<file path="src/rtl/lag_tile_inject_arbiter_pkg.sv">
// Shared types and width helpers for the tile injection arbiter and its
// cyclic priority picker.
package LAG_inject_pkg;

  // Width of an index field; never narrower than one bit.
  function automatic int clog2w(input int n);
    return (n <= 2) ? 1 : $clog2(n);
  endfunction

  localparam int DW_DEF   = 32;
  localparam int NPLE_DEF = 2;
  localparam int PLW_DEF  = clog2w(NPLE_DEF);

  typedef enum logic {
    IDLE = 1'b0,
    LOCK = 1'b1
  } inj_state_t;

  // Flit layout at the default widths; parameterised modules declare the
  // same layout locally with their own widths.
  typedef struct packed {
    logic               head;
    logic               tail;
    logic [PLW_DEF-1:0] pl;
    logic [DW_DEF-1:0]  data;
  } inj_flit_t;

endpackage

</file>
<file path="src/rtl/lag_tile_inject_arbiter_rr_pick.sv">
// Combinational cyclic priority picker: first set request at or after ptr,
// wrapping modulo N (N need not be a power of two).
module lag_rr_pick
  import LAG_inject_pkg::*;
#(
  parameter int N  = 4,
  parameter int PW = clog2w(N)
) (
  input  logic [N-1:0]  req,
  input  logic [PW-1:0] ptr,
  output logic [PW-1:0] gnt_idx,
  output logic          any
);

  int w_j;

  always_comb begin
    // NOTE: every combinational output gets a default first so no path can
    // leave it unassigned and infer a latch.
    gnt_idx = '0;
    any     = 1'b0;
    w_j     = 0;
    for (int k = 0; k < N; k++) begin
      w_j = int'(ptr) + k;
      if (w_j >= N) w_j = w_j - N;
      if (!any && req[w_j]) begin
        any     = 1'b1;
        gnt_idx = PW'(w_j);
      end
    end
  end

endmodule

</file>
<file path="src/rtl/lag_tile_inject_arbiter.sv">
// Packet-granular round-robin arbiter sharing one tile injection lane among
// NSRC sources, with a registered output flit and per-PL back-pressure.
module lag_tile_inject_arbiter
  import LAG_inject_pkg::*;
#(
  parameter int NSRC    = 4,
  parameter int DW      = 32,
  parameter int NPLE    = 2,
  parameter int MAX_LEN = 16
) (
  input  logic                          clk,
  input  logic                          rst,
  input  logic [NSRC-1:0]               src_valid,
  input  logic [NSRC-1:0]               src_head,
  input  logic [NSRC-1:0]               src_tail,
  input  logic [NSRC*clog2w(NPLE)-1:0]  src_pl,
  input  logic [NSRC*DW-1:0]            src_data,
  output logic [NSRC-1:0]               src_ready,
  input  logic [NPLE-1:0]               full_in,
  output logic                          out_valid,
  output logic                          out_head,
  output logic                          out_tail,
  output logic [clog2w(NPLE)-1:0]       out_pl,
  output logic [DW-1:0]                 out_data,
  output logic [clog2w(NSRC)-1:0]       out_src,
  output logic                          err_len
);

  localparam int PLW = clog2w(NPLE);
  localparam int SW  = clog2w(NSRC);
  localparam int LW  = clog2w(MAX_LEN + 1);

  inj_state_t      r_state, w_next_state;
  logic [SW-1:0]   r_rr_ptr, r_out_src, w_sel, w_pick_idx;
  logic [LW-1:0]   r_len_cnt, w_flit_num;
  logic [NSRC-1:0] w_elig, w_ready;
  logic            w_pick_any, w_consume, w_drain, w_load, w_force, w_release;
  logic            r_out_valid, r_out_head, r_out_tail, r_err_len;
  logic [PLW-1:0]  r_out_pl;
  logic [DW-1:0]   r_out_data;

  assign w_elig    = src_valid & src_head;
  assign w_consume = r_out_valid && !full_in[r_out_pl];
  assign w_drain   = !r_out_valid || w_consume;

  lag_rr_pick #(.N(NSRC)) u_pick (
    .req     (w_elig),
    .ptr     (r_rr_ptr),
    .gnt_idx (w_pick_idx),
    .any     (w_pick_any)
  );

  always_comb begin
    w_next_state = r_state;
    w_sel        = r_out_src;
    w_ready      = '0;
    w_load       = 1'b0;
    w_flit_num   = r_len_cnt + LW'(1);
    // Nothing is acknowledged while reset is held.
    if (!rst) begin
      unique case (r_state)
        IDLE: if (w_pick_any && w_drain) begin
          w_sel        = w_pick_idx;
          w_load       = 1'b1;
          w_flit_num   = LW'(1);
          w_next_state = LOCK;
        end
        LOCK: if (src_valid[r_out_src] && w_drain) w_load = 1'b1;
      endcase
      if (w_load) w_ready[w_sel] = 1'b1;
    end
    w_force   = w_load && !src_tail[w_sel] && (w_flit_num == LW'(MAX_LEN));
    w_release = w_load && (src_tail[w_sel] || w_force);
    if (w_release) w_next_state = IDLE;
  end

  always_ff @(posedge clk) begin
    // NOTE: sequential state uses non-blocking assignments so every register
    // samples pre-edge values regardless of statement order.
    if (rst) r_state <= IDLE;
    else     r_state <= w_next_state;
  end

  always_ff @(posedge clk) begin
    if (rst) begin
      r_out_valid <= 1'b0;
      r_out_head  <= 1'b0;
      r_out_tail  <= 1'b0;
      r_out_pl    <= '0;
      r_out_data  <= '0;
      r_out_src   <= '0;
      r_err_len   <= 1'b0;
      r_rr_ptr    <= '0;
      r_len_cnt   <= '0;
    end else begin
      // A load in the same cycle as a consume overwrites with no bubble.
      if (w_load) begin
        r_out_valid <= 1'b1;
        r_out_head  <= src_head[w_sel];
        r_out_tail  <= src_tail[w_sel] | w_force;
        r_out_data  <= src_data[w_sel*DW +: DW];
        if (r_state == IDLE) begin
          r_out_pl  <= src_pl[w_sel*PLW +: PLW];
          r_out_src <= w_sel;
        end
      end else if (w_consume) begin
        r_out_valid <= 1'b0;
      end
      if (w_release) begin
        r_len_cnt <= '0;
        r_rr_ptr  <= (w_sel == SW'(NSRC - 1)) ? '0 : w_sel + 1'b1;
      end else if (w_load) begin
        r_len_cnt <= w_flit_num;
      end
      if (w_force) r_err_len <= 1'b1;
    end
  end

  assign src_ready = w_ready;
  assign out_valid = r_out_valid;
  assign out_head  = r_out_head;
  assign out_tail  = r_out_tail;
  assign out_pl    = r_out_pl;
  assign out_data  = r_out_data;
  assign out_src   = r_out_src;
  assign err_len   = r_err_len;

endmodule

</file>
<file path="config.mk">
export PLATFORM = sky130hd
export DESIGN_NAME = lag_tile_inject_arbiter
export DESIGN_NICKNAME = d
export VERILOG_FILES = /design/src/rtl/lag_tile_inject_arbiter_pkg.sv /design/src/rtl/lag_tile_inject_arbiter_rr_pick.sv /design/src/rtl/lag_tile_inject_arbiter.sv
export SDC_FILE = /design/constraint.sdc
export NUM_CORES = 1
export LEC_CHECK = 0
export CORE_MARGIN = 1
export CORE_UTILIZATION = 35
export DETAILED_ROUTE_END_ITERATION = 16
export PLACE_DENSITY = 0.77
export SLEW_MARGIN = 5
export SYNTH_ARGS = -nofsm -noshare
export SYNTH_HDL_FRONTEND = slang
export SYNTH_SLANG_ARGS = --single-unit
</file>
<file path="constraint.sdc">
create_clock -name clk -period 6.7 [get_ports clk]
set_clock_uncertainty 0.05 [all_clocks]
set_input_delay 1.34 -clock clk [delete_from_list [all_inputs] [get_ports clk]]
set_output_delay 1.34 -clock clk [all_outputs]
set_load 0.02 [all_outputs]
</file>
==> summary.md <==
| Metric | Value |
|---|---|
| Final period util | `78.4%` |
| Clock Pin Slew Worst Setup and Hold Paths | `80 ps` |
| Final instance area | `5150 µm²` |
| Relative slew slack | `17.8%` |
| Largest net degree at the start of global routing | `68` |
| Fmax | `0.190 GHz` |
| Synthesized area | `3090 µm²` |
| CP max FO | `6` |
| Fill cell count | `757` |
| Cell Rows | `33` |
| Register area share after synthesis | `30.4%` |
| Max-Cap Viols | `0` |
| Routability Congestion | `0.886` |
| Hold Crit Depth | `2` |
| Vias per cell | `5.26` |
| Leak | `2.17 nW` |
| First-pass GRT wire length | `17,400 µm` |
| Post-CTS sizing | `0` |
| Layout Nets | `761` |
| Post-synth top area cell | `dfxtp_1` |
| Synth unique cells | `41` |
| Layout cell share with drive strength beyond 1 | `9.62%` |
| 1st-iter DRT viols | `144` |
| Routed len/inst | `15.4 µm` |
| Reg2Reg Setup Slack | `2970 ps` |
| R2R cell count | `7` |
| Total GRT Usage | `24.4%` |
| CP required | `5310 ps` |
| Syn nets | `594` |
| Hold Path Class | `flip-flop to flip-flop` |
| CORE AREA | `8380 µm²` |
| IO buf count | `190` |
| Slew @ Worst Pin | `1230 ps` |
| Setup violators final | `0` |
| CTS Sinks | `47` |
| Crit Path Class | `primary input to primary output` |
| R2R Path Start | `out_pl` |
| Root Buffer | `clkbuf_8` |
| Antenna diodes | `0` |
| CP Capture Type | `primary output` |
| Critical Path AT | `3860 ps` |
| Max Transition Viols Final | `0` |
| Total Neg Setup Slack | `0 ps` |
| CTS tree | `yes` |
| Peak VDD IR | `0.000110 V` |
| Syn Area/Cell | `6.95 µm²` |
| Ranking of synthesized cells by area | `dfxtp_1 30%, nand2_1 17%, nand3_1 11%, a31o_2 9.6%, and3_1 7.1%` |
| Status | `completed` |
| # hold bufs at CTS | `0` |
| Pwr/cell area | `227 nW/µm²` |
| Area grow syn2layout | `66.5%` |
| Setup Buffers After CTS | `0` |
| CP Launch Type | `primary input` |
| Via count | `3,779` |
| Mapped Cells | `445` |
| Unrepaired setup endpoints after global routing | `false` |
| Warnings, synthesis | `0` |
| Yosys reg bits | `47` |
| Worst hold endpoint | `out_tail` |
| Commonest cells after routing, fill and taps aside | `190 x clkdlybuf4s50_1, 143 x nand2_1, 69 x nand3_1, 47 x dfxtp_1, 35 x and3_1` |
| DP HPWL | `7960 µm` |
| Clk_lat worst skew | `300 ps` |
| Tot Pwr | `0.00117 W` |
| Die Wd | `96.0 µm` |
| Die Height | `96.0 µm` |
| Hold wc startpoint | `out_tail` |
| Post-route ant nets | `0` |
| Initial Utilization | `36.9%` |
| Routed WL | `11,100 µm` |
| H-tree levels | `2` |
| Final Hold Fails | `0` |
| DRC | `0` |
| GRT overflow | `0` |
| Period minus WS final | `5250 ps` |
| Bufs on Longest Clock Path | `2` |
| Worst R2R End | `r_len_cnt[0]` |
| CTS buffer count | `5` |
| Placed cell area | `5040 µm²` |
| DIE AREA | `9210 µm²` |
| Vias in the first global route | `3,671` |
| Top cell type's share of synthesized area | `30.4%` |
| Top Ports | `191` |
| Most common cell after layout, fill and taps aside | `clkdlybuf4s50_1` |
| Antenna violations before repair | `0` |
| Pre-antenna DRT Iters | `4` |
-- cell families (layout without fill, tap and decap cells) --
| kind of cell | after synthesis | in the layout | synth area share [%] |
|---|---|---|---|
| adder cells (fa/ha/maj) | 1 | 1 | 0.405 |
| multiplexers | 10 | 10 | 4.25 |
| flip-flops | 47 | 47 | 30.4 |
| AND/OR/NAND/NOR | 278 | 278 | 41.7 |
| XOR/XNOR | 1 | 1 | 0.283 |
| AO/OA/AOI/OAI | 65 | 65 | 17.4 |
| buffers and inverters | 43 | 211 | 5.50 |
-- metal layers --
layer | track usage [%] | wire length (µm)
met2 | 44.0 | 5640
met1 | 28.2 | 4650
met5 | 0 | 0
met4 | 5.97 | 85
met3 | 7.11 | 709
-- power breakdown --
| part | switching [W] | internal (W) | total [W] |
|---|---|---|---|
| clock network | 0.0000985 | 0.0000941 | 0.000193 |
| logic | 0.000306 | 0.000297 | 0.000603 |
| registers | 0.0000343 | 0.000339 | 0.000373 |
| total | 0.000439 | 0.000730 | 0.00117 |
-- Yosys cell counts, drive strengths merged --
library cell and number:
nand2 143, nand3 69, dfxtp 47, and3 35, a31o 34, clkbuf 29
nor2 8, a21oi 7, and2 7, buf 7, inv 7, o21ai 7
mux2i 6, nor3 6, a22oi 3, nor3b 3, o21a 3, a211oi 2
a31oi 2, mux2 2, mux4 2, nor4 2, o22ai 2, or3 2
a211o 1, a21o 1, a221oi 1, a311oi 1, ha 1, nand3b 1
nor2b 1, nor4b 1, o21bai 1, xnor2 1
-- registers in the layout (all words and copies together) (netlist names) --
register   cells
out_data      32
r_rr_ptr       2
out_head       1
out_src        2
err_len        1
out_tail       1
r_len_cnt      5
out_valid      1
r_state        1
out_pl         1
-- critical path, cell delays in order --
cell and delay (ps):
clkdlybuf4s50_1 400, mux2_4 300, a221oi_4 410, mux2i_1 460, inv_1 100, nor3_1 200
clkdlybuf4s50_1 640
-- cell type report --
| class | instances | area (µm²) | area share, % |
|---|---|---|---|
| Multi-Input combinational cell | 355 | 2000 | 38.8 |
| Timing Repair Buffer | 196 | 1950 | 37.8 |
| Sequential cell | 47 | 941 | 18.3 |
| Tap cell | 105 | 131 | 2.55 |
| Clock buffer | 7 | 96.3 | 1.87 |
| Inverter | 7 | 26.3 | 0.511 |
| Clock inverter | 1 | 7.51 | 0.146 |
-- worst max path at each step --
stage | start | end | slack (ps) | cells after the start
after floorplan | full_in[0] | src_ready[0] | 2340 | 5
after global placement | full_in[0] | src_ready[0] | 1540 | 7
after detailed placement | full_in[0] | src_ready[0] | 1450 | 7
after CTS | full_in[0] | src_ready[0] | 1440 | 7
after global routing | full_in[0] | src_ready[0] | 1320 | 7
final | full_in[0] | src_ready[0] | 1450 | 7
-- metrics by stage --
stage / hold slack [ps] / std cells / worst slack, ps / utilization (%)
floorplan: 415 / 445 / 2340 / -
global placement: 413 / 710 / 1540 / 60.2
detailed placement: 407 / 710 / 1450 / 60.2
CTS: 420 / 718 / 1440 / 61.4
global route: 459 / 718 / 1320 / 61.4
finish: 421 / 718 / 1450 / 61.4
(Power assumes the default switching activity.)
